[config.mk]
export PLATFORM = sky130hd
export DESIGN_NAME = blob_com_scheduler
export DESIGN_NICKNAME = d
export VERILOG_FILES = /design/src/rtl/blob_com_scheduler.sv
export SDC_FILE = /design/constraint.sdc
export NUM_CORES = 1
export LEC_CHECK = 0
export ABC_AREA = 1
export BUFFER_PORTS_ARGS = -buffer_cell sky130_fd_sc_hd__buf_2
export CAP_MARGIN = 30
export CORE_AREA = 10 10 131 133
export CTS_BUF_LIST = sky130_fd_sc_hd__clkbuf_4
export CTS_CLUSTER_DIAMETER = 30
export DETAILED_ROUTE_END_ITERATION = 6
export DIE_AREA = 0 0 141 143
export PLACE_DENSITY = 0.88
export SYNTH_ARGS = -nofsm -noshare
export SYNTH_HDL_FRONTEND = slang
export SYNTH_SLANG_ARGS = --single-unit
[constraint.sdc]
create_clock -name clk_in -period 2.4 [get_ports clk_in]
set_input_delay 0.48 -clock clk_in [delete_from_list [all_inputs] [get_ports clk_in]]
set_output_delay 0.48 -clock clk_in [all_outputs]
set_load 0.02 [all_outputs]
[src/rtl/blob_com_scheduler.sv]
// blob_com_scheduler: turns blob moment sums (label, xsum, ysum, area) into
// a clamped centroid by issuing two divides on a shared external divider.
// Small blobs are pruned without touching the divider; kept and pruned
// blobs are tallied in saturating 16-bit counters.
//
// Optional feature: define COM_TIMEOUT_EN to enable a divider watchdog that
// aborts a request after TIMEOUT cycles in a WAIT state with no result.
//
// state  | meaning
// -------+------------------------------------------------------------
// IDLE   | ready for a request; small blobs are pruned here
// DIV_X  | one-cycle divider start with xsum / area
// WAIT_X | waiting for the x quotient
// DIV_Y  | one-cycle divider start with ysum / area
// WAIT_Y | waiting for the y quotient
// OUTPUT | result held on com_* until the consumer takes it

module blob_com_scheduler #(
  parameter int WIDTH    = 320,
  parameter int HEIGHT   = 180,
  parameter int MIN_AREA = 50,
  parameter int TIMEOUT  = 64
) (
  input  logic                       clk_in,
  input  logic                       rst_in,
  input  logic                       clear_in,
  input  logic                       req_valid_in,
  output logic                       req_ready_out,
  input  logic [15:0]                req_label_in,
  input  logic [23:0]                req_xsum_in,
  input  logic [23:0]                req_ysum_in,
  input  logic [15:0]                req_area_in,
  output logic [23:0]                div_dividend_out,
  output logic [15:0]                div_divisor_out,
  output logic                       div_valid_out,
  input  logic [23:0]                div_quotient_in,
  input  logic                       div_valid_in,
  output logic                       com_valid_out,
  input  logic                       com_ready_in,
  output logic [15:0]                com_label_out,
  output logic [$clog2(WIDTH)-1:0]   com_x_out,
  output logic [$clog2(HEIGHT)-1:0]  com_y_out,
  output logic [15:0]                kept_count_out,
  output logic [15:0]                pruned_count_out,
  output logic                       busy_out,
  output logic                       timeout_out
);

  localparam int XW = $clog2(WIDTH);
  localparam int YW = $clog2(HEIGHT);
  localparam logic [23:0] X_MAX = 24'(WIDTH - 1);
  localparam logic [23:0] Y_MAX = 24'(HEIGHT - 1);

  typedef enum logic [2:0] {
    IDLE   = 3'd0,
    DIV_X  = 3'd1,
    WAIT_X = 3'd2,
    DIV_Y  = 3'd3,
    WAIT_Y = 3'd4,
    OUTPUT = 3'd5
  } state_t;

  state_t            state_q, state_d;
  logic [15:0]       label_q, label_d;
  logic [23:0]       xsum_q, xsum_d;
  logic [23:0]       ysum_q, ysum_d;
  logic [15:0]       area_q, area_d;
  logic [15:0]       com_label_q, com_label_d;
  logic [XW-1:0]     com_x_q, com_x_d;
  logic [YW-1:0]     com_y_q, com_y_d;
  logic [15:0]       kept_q, kept_d;
  logic [15:0]       pruned_q, pruned_d;
  logic              kept_inc;
  logic              pruned_inc;
  logic              wd_expired;
  logic              wd_load;

`ifdef COM_TIMEOUT_EN
  localparam logic [15:0] WD_LOAD = 16'(TIMEOUT - 1);

  logic [15:0] wd_q, wd_d;
  logic        timeout_q, timeout_d;

  // Watchdog down-counter: loaded on entry to a WAIT state, terminal count 0.
  always_comb begin
    wd_d       = wd_q;
    wd_expired = 1'b0;
    if (wd_load) begin
      wd_d = WD_LOAD;
    end else if ((state_q == WAIT_X) || (state_q == WAIT_Y)) begin
      if (wd_q == 16'd0) begin
        wd_expired = !div_valid_in;
      end else begin
        wd_d = wd_q - 16'd1;
      end
    end
  end

  // Watchdog counter and registered abort pulse.
  always_ff @(posedge clk_in or negedge rst_in) begin
    if (!rst_in) begin
      wd_q      <= '0;
      timeout_q <= 1'b0;
    end else begin
      wd_q      <= wd_d;
      timeout_q <= timeout_d;
    end
  end

  assign timeout_d   = wd_expired;
  assign timeout_out = timeout_q;
`else
  // Without the watchdog the WAIT states never give up; TIMEOUT is inert.
  assign wd_expired  = 1'b0;
  assign timeout_out = 1'b0 & (TIMEOUT > 0);
`endif

  // Next-state, request latching and result capture.
  always_comb begin
    state_d     = state_q;
    label_d     = label_q;
    xsum_d      = xsum_q;
    ysum_d      = ysum_q;
    area_d      = area_q;
    com_label_d = com_label_q;
    com_x_d     = com_x_q;
    com_y_d     = com_y_q;
    kept_inc    = 1'b0;
    pruned_inc  = 1'b0;
    wd_load     = 1'b0;
    case (state_q)
      IDLE: begin
        if (req_valid_in) begin
          label_d = req_label_in;
          xsum_d  = req_xsum_in;
          ysum_d  = req_ysum_in;
          area_d  = req_area_in;
          if (int'(req_area_in) < MIN_AREA) begin
            pruned_inc = 1'b1;
          end else begin
            state_d = DIV_X;
          end
        end
      end
      DIV_X: begin
        wd_load = 1'b1;
        state_d = WAIT_X;
      end
      WAIT_X: begin
        if (div_valid_in) begin
          com_x_d = (div_quotient_in > X_MAX) ? XW'(X_MAX) : div_quotient_in[XW-1:0];
          state_d = DIV_Y;
        end else if (wd_expired) begin
          state_d = IDLE;
        end
      end
      DIV_Y: begin
        wd_load = 1'b1;
        state_d = WAIT_Y;
      end
      WAIT_Y: begin
        if (div_valid_in) begin
          com_y_d     = (div_quotient_in > Y_MAX) ? YW'(Y_MAX) : div_quotient_in[YW-1:0];
          com_label_d = label_q;
          state_d     = OUTPUT;
        end else if (wd_expired) begin
          state_d = IDLE;
        end
      end
      OUTPUT: begin
        if (com_ready_in) begin
          kept_inc = 1'b1;
          state_d  = IDLE;
        end
      end
      default: state_d = IDLE;
    endcase
  end

  // Saturating counters; clear overrides a coincident increment.
  always_comb begin
    kept_d   = kept_q;
    pruned_d = pruned_q;
    if (clear_in) begin
      kept_d   = 16'd0;
      pruned_d = 16'd0;
    end else begin
      if (kept_inc && (kept_q != 16'hFFFF)) kept_d = kept_q + 16'd1;
      if (pruned_inc && (pruned_q != 16'hFFFF)) pruned_d = pruned_q + 16'd1;
    end
  end

  // State, request and result registers.
  always_ff @(posedge clk_in or negedge rst_in) begin
    if (!rst_in) begin
      state_q     <= IDLE;
      label_q     <= '0;
      xsum_q      <= '0;
      ysum_q      <= '0;
      area_q      <= '0;
      com_label_q <= '0;
      com_x_q     <= '0;
      com_y_q     <= '0;
      kept_q      <= '0;
      pruned_q    <= '0;
    end else begin
      state_q     <= state_d;
      label_q     <= label_d;
      xsum_q      <= xsum_d;
      ysum_q      <= ysum_d;
      area_q      <= area_d;
      com_label_q <= com_label_d;
      com_x_q     <= com_x_d;
      com_y_q     <= com_y_d;
      kept_q      <= kept_d;
      pruned_q    <= pruned_d;
    end
  end

  // Divider operands are zero except during the start pulse.
  always_comb begin
    div_valid_out    = 1'b0;
    div_dividend_out = 24'd0;
    div_divisor_out  = 16'd0;
    if (state_q == DIV_X) begin
      div_valid_out    = 1'b1;
      div_dividend_out = xsum_q;
      div_divisor_out  = area_q;
    end else if (state_q == DIV_Y) begin
      div_valid_out    = 1'b1;
      div_dividend_out = ysum_q;
      div_divisor_out  = area_q;
    end
  end

  assign req_ready_out    = (state_q == IDLE);
  assign busy_out         = (state_q != IDLE);
  assign com_valid_out    = (state_q == OUTPUT);
  assign com_label_out    = com_label_q;
  assign com_x_out        = com_x_q;
  assign com_y_out        = com_y_q;
  assign kept_count_out   = kept_q;
  assign pruned_count_out = pruned_q;

endmodule

==> metrics.txt <==
IO Pins 220; Via density about 5.1; clock slew at reported path FFs roughly 0.12 ns; leading post-synthesis cells by cell area dfrtp_1 51%, nand2_1 18%, nand3_1 7.4%, o21ai_0 4.6%, inv_1 4.4%; DRT iter0 DRCs just under 400; Top FF cell, synth dfrtp_1; Post-DRT Antenna Nets 0; Yosys cell types 32; f_max ~440 MHz; Cell Count, Final, Fillers Out about 1400; internal power 0.00503 W; Remaining DRCs 0; CP Capture Type output port; chip width roughly 140 um; CP Class reg -> out; CTS tree built; critical path launch point type register; die height between 100 and 150 um; Post-synth EDFFs 0; Post-synth top cells 352 x nand2_1, 148 x dfrtp_1, 107 x nand3_1; WP data required roughly 1.9 ns; first-pass GRT wire length approximately 34000 um; Final Max Slew Viols 0; Root Buffer clkbuf_4; Final Cycle Share 0.955; H-tree levels 4; Seq/Total Area, Yosys 0.509; worst reg2reg setup slack approximately 0.5 ns; Core Box Area about 14000 um2; Cells after Synth slightly below 1000; Row Count 44; Placed Instances between 1000 and 1500; Synth top area share 0.509; slew margin rel. 0.578; crit path max fanout 12; clock skew approximately 0.014 ns; clock power share 0.148; setup ws final 0.107 ns; CTS Buf Count 17; placed cell area 8520 um2; worst slack, placed ~0.44 ns; asr flop ratio synth 1.00; nets@finish between 1000 and 1500; warnings from Yosys 0; Synth Cell Area between 7000 and 8000 um2; Pwr per Cell Area 1000 nW/um2; clk sink count about 150; max-cap viol count 0; router iterations before antenna repair 5; Final min period roughly 2.3 ns; Setup TNS 0 ns; Arr. time, crit path 1.81 ns; number of port buffers roughly 220; sw frac 0.434; Wirelength per Cell between 15 and 20 um; die area 20200 um2; initial core utilization 0.505; NetSw 0.00386 W; gr usage total 0.203; min-delay worst type in -> reg; Post-Route WL 21200 um; cell area after layout about 8900 um2; vias 7058; sequential power share 0.427; global route overflow 0; DP HPWL between 15000 and 20000 um; vias in the first global route about 6800; pin count of the biggest net entering global routing roughly 60; initial antenna violation count 0; Fin. Hold Viols 0; maximum vdd drop 0.581 mV; P_leak about 5 nW; largest area contributor in the netlist dfrtp_1; fraction of layout cells with a size suffix above 1 0.251; syn avg cell area between 7 and 8 um2; Worst-Skew Late Latency between 0.5 and 0.6 ns; worst slew pin tran around 0.63 ns; Synth Register Bits about 150; cell with the most instances after synthesis nand2_1; Final GP Congestion about 0.9; status finished clean; clk buf depth 2; Area growth syn-to-layout 22.0%; Synthesized Nets ~1100; Gate power share 0.425; Setup Viol. Count Final 0
-- cell usage in the layout (no fill, tap or decap), types with 5 or more instances in the layout --
cell        instances
clkbuf_4           18
o21ai_0            67
nor2_1             81
nand3_1           107
nor2_2              7
buf_4              15
nor2_4              5
dfrtp_1           146
inv_1              84
xor2_1              8
nand2_1           351
buf_2             209
o22ai_1             5
nand4_1            18
clkinvlp_4          5
inv_2               7
or2_2               6
-- worst max-delay path: stages (launching register included) --
cell,delay (ns)
dfrtp_2,0.50
nor2_4,0.13
buf_12,0.14
buf_6,0.16
nand3_1,0.09
nand2_1,0.08
buf_2,0.17
-- layout make-up --
class,instances,area [um2]
diodes,1,2.50
clock buffers,18,135
clock inverters,14,91.3
fillers,1315,5550
inverters,93,354
multi-input cells,680,3030
flip-flops and latches,148,3710
well taps,184,230
repair buffers,234,1330
-- per-stage QoR --
step / hold WS, ns / total power [W] / util
floorplan: 0.184 / 0.00609 / -
finish: 0.120 / 0.00889 / 0.615
detailed placement: 0.424 / 0.00738 / 0.590
global placement: 0.416 / 0.00726 / 0.590
CTS: 0.0620 / 0.00873 / 0.607
global route: 0.0503 / 0.00957 / 0.615
-- flip-flops by register name, summed over array words and instances (netlist names) --
name	count
ysum_q	24
state_q	3
xsum_q	24
pruned_count_out	16
com_y_out	8
label_q	16
com_label_out	16
area_q	16
com_x_out	9
kept_count_out	16
-- layer usage --
metal,share of wire,GRT usage,vias up
met3,0.10,0.0756,23
met2,0.48,0.336,297
met1,0.40,0.240,3282
met4,0.013,0.0620,0
met5,0,0,-
li1,-,-,3456
-- cell families (layout without fill, tap and decap cells) --
logic type | after synthesis | after routing | synth area share
AOI/OAI and AO/OA | 81 | 81 | 0.0579
xor gates and xnor gates | 9 | 9 | 0.0108
adders and majority gates | 2 | 2 | 0.00344
buffers and inverters | 134 | 359 | 0.0768
DFF | 148 | 148 | 0.509
muxes | 1 | 1 | 0.00138
other | 1 | 2 | 0.000515
and+or+nand+nor | 586 | 586 | 0.340
-- what timing repair did --
action / in CTS / in global routing
endpoints found under the hold margin: 38 / 0
gates resized for setup: 4 / 12
cloned: 0 / 3
setup endpoints to repair: 31 / 30
pin swaps: 0 / 2
hold buffers: 1 / 0
buffers inserted: 0 / 2
-- path summary, 6_finish.rpt --
path | cells after the start | from | to
max | 6 | state_q[2] | div_dividend_out[19]
max in group asynchronous | 3 | rst_in | label_q[8]
min | 3 | req_xsum_in[3] | xsum_q[3]
min reg2reg | 2 | ysum_q[13] | ysum_q[13]
min in group asynchronous | 2 | rst_in | pruned_count_out[6]
max reg2reg | 8 | pruned_count_out[0] | pruned_count_out[6]
-- power groups by stage --
stage / registers (W) / clock network, W / logic, W
floorplan: 0.00398 / 0 / 0.00212
global placement: 0.00379 / 0 / 0.00347
detailed placement: 0.00383 / 0 / 0.00355
CTS: 0.00379 / 0.00137 / 0.00357
global route: 0.00388 / 0.00148 / 0.00421
finish: 0.00380 / 0.00132 / 0.00378
No activity file was read; power rests on OpenSTA's default activity.
